**src/rtl/neuron_mac.sv**
```systemverilog
// rtl/neuron_mac.sv - serial multiply-accumulate neuron stage with 17-bit signed saturation
// Accumulates bias + sum(x*w) over N_INPUTS accepted beats; sum/out_valid update on the last beat.
module neuron_mac #(
  parameter int N_INPUTS = 4,
  parameter int DATA_W   = 8,
  parameter int OUT_W    = 17,
  parameter int BIAS_W   = 16
) (
  input  logic              clk,
  input  logic              rst,
  input  logic              start,
  input  logic [BIAS_W-1:0] bias,
  input  logic              in_valid,
  output logic              in_ready,
  input  logic [DATA_W-1:0] x,
  input  logic [DATA_W-1:0] w,
  output logic              busy,
  output logic [OUT_W-1:0]  sum,
  output logic              out_valid
);

  localparam int ACC_W = 2*DATA_W + $clog2(N_INPUTS) + 2;
  localparam int CNT_W = (N_INPUTS > 1) ? $clog2(N_INPUTS) : 1;
  localparam logic [CNT_W-1:0] LAST_CNT = CNT_W'(N_INPUTS - 1);
  localparam logic signed [ACC_W-1:0] SAT_MAX = {{(ACC_W-OUT_W+1){1'b0}}, {(OUT_W-1){1'b1}}};
  localparam logic signed [ACC_W-1:0] SAT_MIN = {{(ACC_W-OUT_W+1){1'b1}}, {(OUT_W-1){1'b0}}};
  localparam logic [OUT_W-1:0] OUT_MAX = {1'b0, {(OUT_W-1){1'b1}}};
  localparam logic [OUT_W-1:0] OUT_MIN = {1'b1, {(OUT_W-1){1'b0}}};

  typedef enum logic [1:0] {IDLE, ACCUM, DONE} state_t;

  state_t                   state_q, state_d;
  logic signed [ACC_W-1:0]  acc_q, acc_d;
  logic [CNT_W-1:0]         count_q, count_d;
  logic [OUT_W-1:0]         sum_q, sum_d;
  logic                     out_valid_q, out_valid_d;

  logic signed [2*DATA_W-1:0] prod;
  logic signed [ACC_W-1:0]    acc_sum;

  assign prod    = $signed(x) * $signed(w);
  assign acc_sum = acc_q + {{(ACC_W-2*DATA_W){prod[2*DATA_W-1]}}, prod};

  always_comb begin
    state_d     = state_q;
    acc_d       = acc_q;
    count_d     = count_q;
    sum_d       = sum_q;
    out_valid_d = 1'b0;
    case (state_q)
      IDLE: begin
        if (start) begin
          acc_d   = {{(ACC_W-BIAS_W){bias[BIAS_W-1]}}, bias};
          count_d = '0;
          state_d = ACCUM;
        end
      end
      ACCUM: begin
        if (in_valid) begin
          acc_d   = acc_sum;
          count_d = count_q + 1'b1;
          if (count_q == LAST_CNT) begin
            // Clamp only on the final beat; the accumulator itself is wide enough never to wrap.
            if (acc_sum > SAT_MAX)      sum_d = OUT_MAX;
            else if (acc_sum < SAT_MIN) sum_d = OUT_MIN;
            else                        sum_d = acc_sum[OUT_W-1:0];
            out_valid_d = 1'b1;
            state_d     = DONE;
          end
        end
      end
      DONE:    state_d = IDLE;
      default: state_d = IDLE;
    endcase
  end

  always_ff @(posedge clk) begin
    if (rst) begin
      state_q     <= IDLE;
      acc_q       <= '0;
      count_q     <= '0;
      sum_q       <= '0;
      out_valid_q <= 1'b0;
    end else begin
      state_q     <= state_d;
      acc_q       <= acc_d;
      count_q     <= count_d;
      sum_q       <= sum_d;
      out_valid_q <= out_valid_d;
    end
  end

  assign in_ready  = (state_q == ACCUM);
  assign busy      = (state_q != IDLE);
  assign sum       = sum_q;
  assign out_valid = out_valid_q;

endmodule

```
**config.mk**
```make
export PLATFORM = sky130hd
export DESIGN_NAME = neuron_mac
export DESIGN_NICKNAME = d
export VERILOG_FILES = /design/src/rtl/neuron_mac.sv
export SDC_FILE = /design/constraint.sdc
export NUM_CORES = 1
export LEC_CHECK = 0
export CAP_MARGIN = 20
export CORE_MARGIN = 2
export CORE_UTILIZATION = 55
export CTS_BUF_LIST = sky130_fd_sc_hd__clkbuf_4 sky130_fd_sc_hd__clkbuf_8
export DETAILED_ROUTE_END_ITERATION = 16
export PLACE_DENSITY_LB_ADDON = 0.25
export SLEW_MARGIN = 20
export SYNTH_ARGS = -nofsm -noshare
export SYNTH_HDL_FRONTEND = slang
export SYNTH_SLANG_ARGS = --single-unit
```
**constraint.sdc**
```tcl
create_clock -name clk -period 9.3 [get_ports clk]
set_clock_uncertainty 0.05 [all_clocks]
set_input_delay 1.395 -clock clk [delete_from_list [all_inputs] [get_ports clk]]
set_output_delay 1.395 -clock clk [all_outputs]
set_load 0.02 [all_outputs]
```
==> results.md, run 1 <==
* Result of the run: complete, no violations
* Area Overhead vs Synth at 13.6%
* Number of placement rows at 35
* Synthesis-stage register bit count at 42
* Count of pins on the block boundary at 56
* Number of max-cap violations at 0
* Post-CTS setup buffers at 0
* Crit path max fanout at 16
* Via count normalized by instance count at 5.47
* First-pass GRT wire length at about 19000 µm
* Synth unique cells at between 50 and 60
* Die Width at 102 µm
* CP Data Required Time at between 9 and 10 ns
* Clock Tree Buf Depth at 2
* Pin slew with the least headroom to its limit at 0.721 ns
* Worst flop-to-flop path startpoint: acc_q[0]
* Number of antenna violations at the first check in global routing at 0
* Maximum number of pins on one net before global-route repair at between 40 and 50
* Clk sink count at 42
* Compound-gate portion of the synthesized area at roughly 19%
* Total of buffers placed on input and output ports at 55
* Worst reg2reg setup slack at between 5 and 6 ns
* Setup repair after global routing missed its margin: false
* Global routing usage summed across all routing layers at 22.7%
* Reg2reg end: sum[0]
* Vias in the first global route at 4238
* Largest family of logic cells by synthesized area: adder cells
* Final count of hold timing violations at 0
* Core Box Area at ~9300 µm²
* Post-route DRC at 0
* Number of routed nets with antenna violations at 0
* Routability-driven placement congestion ratio at 0.907
* Count of final max-slew check failures at 0
* Starting utilization of the core area at approximately 57%
* Root buffer selected by CTS: sky130_fd_sc_hd__clkbuf_8
* Worst hold path depth at 2
* Portion of the post-synthesis area used by sequential elements at 15.8%
* Most frequently used flop master after synthesis: sky130_fd_sc_hd__dfxtp_1
* Crit share post-route at between 80 and 90%
* Kind of path behind the tightest hold check: flip-flop to flip-flop
* Total length of routed wires at between 10000 and 15000 µm
* Top achievable clock speed at about 0.12 GHz
* Dpl hpwl at 9390 µm
* Aggregate global routing overflow at 0
* CTS resizes at 0
* Clock buffer count from CTS at 5
* Accumulated negative setup slack at 0 ns
* Kind of start point of the critical path: input pin
* Arr. time, crit path at between 8 and 9 ns
* Overall via count from detail_route at ~4400
* Area of the mapped netlist at approximately 5300 µm²
* Endpoint of the worst hold-timing path: acc_q[8]
* Count of fill cells added during filler insertion at around 810
* NumNets Final at 816
* Async set-or-reset flop fraction in the synthesized netlist at 0%
* Yosys warns at 0
* DRC marker count from the first detailed-route iteration at 141
* Max_slew headroom at between 50 and 60%
* Worst r2r path cells at 12
* Drt first pass iters at 5
* Number of enable flip-flop cells after synthesis at 0
* Time the final worst path needs with I/O delays and setup at slightly above 8 ns
* Hold bufs inserted after CTS at 0
* Critical path capture point type: flip-flop
* Routed wire length per instance at about 14 µm
* Antenna diode count at 0
* Simple-gate portion of the synthesized area at roughly 18%
* Post-synthesis share of cell area spent on xor and xnor gates at between 5 and 6%
* Synth Area in Adders at about a third
* HP Start: acc_q[8]
* TritonCTS clock tree: done
* Area enclosed by the die boundary at roughly 10000 µm²
* Clk slew on worst S/H paths at around 0.080 ns
* Category of the most critical setup path: input pin to flip-flop
* Setup Viol. Count Final at 0
* Layout cells sized above 1 at under 10%
* CTS HTree Levels at 2
* Gate count after technology mapping at around 630
* Mux contribution to synthesized area at less than 1%
* Clock insertion delay at the later pin of the skew report at ~0.29 ns
* Net Count, Synth at just under 800
* Post-synthesis area per instance at ~8.5 µm²
* Overall die height at around 100 µm
==> cells in the final DEF, fill, tap and decap left out, types with 3 or more instances in the layout <==
cell type                         instances
sky130_fd_sc_hd__a21oi_1                 39
sky130_fd_sc_hd__nand3_1                  4
sky130_fd_sc_hd__a21o_1                   9
sky130_fd_sc_hd__xnor2_1                 25
sky130_fd_sc_hd__a211oi_1                 8
sky130_fd_sc_hd__nor2_1                  45
sky130_fd_sc_hd__fa_1                    56
sky130_fd_sc_hd__o221ai_1                12
sky130_fd_sc_hd__inv_1                  100
sky130_fd_sc_hd__nor2b_1                  8
sky130_fd_sc_hd__ha_1                    51
sky130_fd_sc_hd__a211o_1                  3
sky130_fd_sc_hd__dfxtp_1                 42
sky130_fd_sc_hd__o21bai_1                 4
sky130_fd_sc_hd__o211ai_1                 5
sky130_fd_sc_hd__clkdlybuf4s50_1         55
sky130_fd_sc_hd__nand2b_1                 6
sky130_fd_sc_hd__and3_1                   3
sky130_fd_sc_hd__clkbuf_8                 6
sky130_fd_sc_hd__o21ai_0                  8
sky130_fd_sc_hd__xor2_1                   6
sky130_fd_sc_hd__and2_1                  47
sky130_fd_sc_hd__o21a_1                   5
sky130_fd_sc_hd__nand2_1                 59
sky130_fd_sc_hd__a211oi_2                12
sky130_fd_sc_hd__nor3_1                  17
==> worst max-delay path: stages <==
cell	delay [ns]
sky130_fd_sc_hd__clkdlybuf4s50_1	0.56
sky130_fd_sc_hd__and2_1	0.28
sky130_fd_sc_hd__fa_1	0.62
sky130_fd_sc_hd__inv_1	0.15
sky130_fd_sc_hd__fa_1	0.55
sky130_fd_sc_hd__inv_1	0.06
sky130_fd_sc_hd__fa_1	0.53
sky130_fd_sc_hd__inv_1	0.05
sky130_fd_sc_hd__fa_1	0.52
sky130_fd_sc_hd__inv_1	0.04
sky130_fd_sc_hd__ha_1	0.33
sky130_fd_sc_hd__nand3_1	0.10
sky130_fd_sc_hd__a211o_1	0.25
sky130_fd_sc_hd__and3_1	0.16
sky130_fd_sc_hd__o21a_1	0.21
sky130_fd_sc_hd__or2_2	0.33
sky130_fd_sc_hd__ha_1	0.41
sky130_fd_sc_hd__o21ai_0	0.34
sky130_fd_sc_hd__nor2_1	0.09
sky130_fd_sc_hd__nor3_1	0.15
sky130_fd_sc_hd__a21oi_1	0.06
sky130_fd_sc_hd__o211a_1	0.16
sky130_fd_sc_hd__nor3_2	0.20
sky130_fd_sc_hd__nor2_1	0.13
sky130_fd_sc_hd__o21a_4	0.32
sky130_fd_sc_hd__a2111oi_2	0.38
==> per-stage QoR <==
step                instances  hold WS (ns)  instance area (µm²)  utilization [%]  setup WS [ns]
global placement          795         0.402                 5960             63.9           1.01
finish                    801         0.413                 6040             64.8           1.03
CTS                       801         0.414                 6040             64.8           1.07
floorplan                 629         0.386                 5320                -           1.86
global route              801         0.431                 6040             64.8          0.571
detailed placement        795         0.404                 5960             63.9          0.791
==> worst max-delay path by stage <==
stage,from,endpoint,slack [ns],depth (start not counted)
after detailed placement,w[3],sum[0],0.79,26
after global routing,w[3],sum[0],0.57,26
final,w[3],sum[0],1.03,26
after global placement,w[3],sum[1],1.01,26
after floorplan,w[3],sum[11],1.86,24
after CTS,w[3],sum[0],1.07,26
==> sequential cells by signal, indices dropped and copies added, names as in the netlist <==
signal / count
state_q: 2
count_q: 2
sum: 17
out_valid: 1
acc_q: 20
==> Yosys cell counts (all sizes together) (2+ instances only) <==
library cell,count,area (µm²)
o21a,6,52.6
xor2,6,52.6
o21bai,4,30.0
or2,2,12.5
nor3,18,95.1
nand4,2,12.5
ha,51,638
o2111ai,3,32.5
o211a,2,20.0
nand2,59,221
a2111oi,3,38.8
nor2b,8,50.1
o21ai,9,48.8
o221ai,12,105
dfxtp,42,841
nor2,45,169
and3,3,18.8
xnor2,25,219
mux2i,2,20.0
a21o,9,67.6
and2,47,294
buf,3,22.5
a211oi,20,210
nand3,4,20.0
o211ai,5,37.5
a311o,2,21.3
nand2b,6,37.5
a211o,3,26.3
a21oi,39,195
inv,100,375
clkbuf,17,63.8
and4,2,18.8
fa,56,1120
a311oi,2,17.5
==> routing by layer <==
layer  vias to the layer above  routed length (µm)  track usage (%)
met2                        74                5760             38.6
li1                       2176                   -                -
met1                      2120                4990             31.1
met3                        11                 339             2.74
met5                         -                   0                0
met4                         0                 118             5.03
==> cell families after synthesis <==
kind of cell    count (synthesis)
fa+ha+maj                     107
compound gates                127
flops                          42
buf+inv                       120
simple gates                  199
mux                             3
xor+xnor                       31
==> final cells by class <==
type / count / area, µm² / area share [%]
sequential: 42 / 841 / 13.9
inverter: 100 / 375 / 6.21
clock buffer: 6 / 82.6 / 1.37
multi-input combinational: 467 / 4020 / 66.5
timing repair buffer: 57 / 566 / 9.36
tap: 129 / 161 / 2.67
Power of run 1 is not shown: default switching activity piles up to over one toggle a cycle in this logic, so the estimate is an artifact.
==> run 2, diff against run 1 <==
--- a/config.mk
+++ b/config.mk
@@ -7,7 +7,7 @@
 export LEC_CHECK = 0
 export CAP_MARGIN = 20
 export CORE_MARGIN = 2
-export CORE_UTILIZATION = 55
+export CORE_UTILIZATION = 40
 export CTS_BUF_LIST = sky130_fd_sc_hd__clkbuf_4 sky130_fd_sc_hd__clkbuf_8
 export DETAILED_ROUTE_END_ITERATION = 16
 export PLACE_DENSITY_LB_ADDON = 0.25
==> run 2 against run 1 <==
Design area is 1.4% higher; hold slack better by 0.012 ns; die area is 36% higher; register-to-register slack better by 0.04 ns; cell count is 6.1% higher; via count is 0.39% lower; fmax is 0.59% higher; count of clock-buffer cells in the layout is 2 higher; worst setup slack better by 0.049 ns; utilization is 18 points lower; critical endpoint is now sum[1]; highest routed layer unchanged.
==> results.md, run 2 (synthesized netlist as in run 1, its figures left out) <==
* Result of the run: complete, no violations
* Vias in the first global route at 4468
* Overall via count from detail_route at 4364
* HP Start: acc_q[10]
* Final count of hold timing violations at 0
* Critical path capture point type: flip-flop
* Max_slew headroom at approximately 53%
* Worst reg2reg setup slack at about 5.9 ns
* Maximum number of pins on one net before global-route repair at 43
* Most common cell after layout, fill and taps aside: sky130_fd_sc_hd__inv_1
* Number of max-cap violations at 0
* Kind of start point of the critical path: input pin
* Time the final worst path needs with I/O delays and setup at between 8 and 9 ns
* CTS resizes at 0
* Number of antenna violations at the first check in global routing at 0
* Accumulated negative setup slack at 0 ns
* Setup repair after global routing missed its margin: false
* Total length of routed wires at about 12000 µm
* Count of pins on the block boundary at 56
* Via count normalized by instance count at 5.13
* Count of fill cells added during filler insertion at 1312
* Area enclosed by the die boundary at between 10000 and 15000 µm²
* Die Width at between 100 and 150 µm
* Category of the most critical setup path: input pin to flip-flop
* Clock Tree Buf Depth at 2
* Reg2reg end: sum[1]
* Layout cells sized above 1 at roughly 5.2%
* Top achievable clock speed at 0.122 GHz
* Arr. time, crit path at around 8.4 ns
* Clock insertion delay at the later pin of the skew report at around 0.29 ns
* DRC marker count from the first detailed-route iteration at about 210
* Crit path max fanout at 16
* TritonCTS clock tree: done
* Crit share post-route at a little under 90%
* Core Box Area at about 13000 µm²
* Kind of path behind the tightest hold check: flip-flop to flip-flop
* Setup Viol. Count Final at 0
* Clk sink count at 42
* Number of placement rows at 42
* Pin slew with the least headroom to its limit at approximately 0.71 ns
* Global routing usage summed across all routing layers at 17.3%
* Count of final max-slew check failures at 0
* Overall die height at between 100 and 150 µm
* Clock buffer count from CTS at 5
* Drt first pass iters at 4
* Root buffer selected by CTS: sky130_fd_sc_hd__clkbuf_8
* Area Overhead vs Synth at 15.2%
* Most used cells in the layout excluding fill and tap cells: sky130_fd_sc_hd__inv_1 (100), sky130_fd_sc_hd__nand2_1 (59), sky130_fd_sc_hd__fa_1 (56)
* Largest register by flop count: acc_q
* Hold bufs inserted after CTS at 0
* Endpoint of the worst hold-timing path: acc_q[10]
* Worst r2r path cells at 12
* Routed wire length per instance at approximately 14 µm
* CTS HTree Levels at 2
* Number of routed nets with antenna violations at 0
* Routability-driven placement congestion ratio at ~0.88
* Aggregate global routing overflow at 0
* Clk slew on worst S/H paths at 0.08 ns
* Dpl hpwl at 9740 µm
* Antenna diode count at 0
* Largest register FFs at 20
* Final core occ at 46.7%
* Worst flop-to-flop path startpoint: acc_q[0]
* Total of buffers placed on input and output ports at 55
* NumNets Final at about 800
* Worst hold path depth at 2
* Post-route DRC at 0
* Post-CTS setup buffers at 0
* CP Data Required Time at around 9.5 ns
* First-pass GRT wire length at around 21000 µm
* Starting utilization of the core area at 40.5%
-- run 2: cell types whose count changed in the layout (fill, tap and decap cells not counted) --
cell and change:
sky130_fd_sc_hd__clkbuf_8 +2
-- run 2: final cells by class --
cell class	count	area (µm²)	share of cell area, %
multi-input combinational	467	4020	65.6
inverter	100	375	6.12
clock buffer	8	110	1.80
sequential	42	841	13.7
timing repair buffer	57	566	9.22
tap	176	220	3.59
-- run 2: critical path, cell delays in order --
cell and delay [ns]:
sky130_fd_sc_hd__clkdlybuf4s50_1 0.56, sky130_fd_sc_hd__nand2_1 0.19, sky130_fd_sc_hd__inv_1 0.10, sky130_fd_sc_hd__fa_1 0.58, sky130_fd_sc_hd__inv_1 0.15, sky130_fd_sc_hd__fa_1 0.55, sky130_fd_sc_hd__inv_1 0.05, sky130_fd_sc_hd__fa_1 0.53
sky130_fd_sc_hd__inv_1 0.06, sky130_fd_sc_hd__fa_1 0.52, sky130_fd_sc_hd__inv_1 0.04, sky130_fd_sc_hd__ha_1 0.33, sky130_fd_sc_hd__nand3_1 0.09, sky130_fd_sc_hd__a211o_1 0.25, sky130_fd_sc_hd__and3_1 0.16, sky130_fd_sc_hd__o21a_1 0.21
sky130_fd_sc_hd__or2_2 0.33, sky130_fd_sc_hd__ha_1 0.42, sky130_fd_sc_hd__o21ai_0 0.37, sky130_fd_sc_hd__nor2_1 0.09, sky130_fd_sc_hd__nor3_1 0.14, sky130_fd_sc_hd__a21oi_1 0.07, sky130_fd_sc_hd__o211a_1 0.16, sky130_fd_sc_hd__nor3_2 0.19
sky130_fd_sc_hd__nor2_1 0.13, sky130_fd_sc_hd__o21a_4 0.32, sky130_fd_sc_hd__a2111oi_2 0.37
-- run 2: stage by stage --
step	std cells	hold WS, ns	cell area [µm²]	setup WS (ns)
after global routing	850	0.451	6130	0.570
after CTS	850	0.428	6130	1.08
final	850	0.424	6130	1.08
after floorplan	629	0.386	5320	1.86
after detailed placement	842	0.415	6020	0.795
after global placement	842	0.399	6020	0.912
-- run 2: worst max path at each step --
| stage | startpoint | endpoint | slack [ns] | cells after the start |
|---|---|---|---|---|
| after global placement | w[2] | sum[1] | 0.91 | 26 |
| after CTS | w[2] | sum[1] | 1.08 | 27 |
| after detailed placement | w[2] | sum[0] | 0.79 | 27 |
| after floorplan | w[3] | sum[11] | 1.86 | 24 |
| final | w[2] | sum[1] | 1.08 | 27 |
| after global routing | w[2] | sum[1] | 0.57 | 27 |
-- run 2: metal layers --
metal	GRT usage, %	vias to the layer above	share of wire, %
met1	22.6	2130	45
met2	31.2	47	52
met5	0	-	0
met3	1.96	13	2.0
met4	2.57	0	1.0
li1	-	2174	-
Power of run 2 is left out for the same reason.
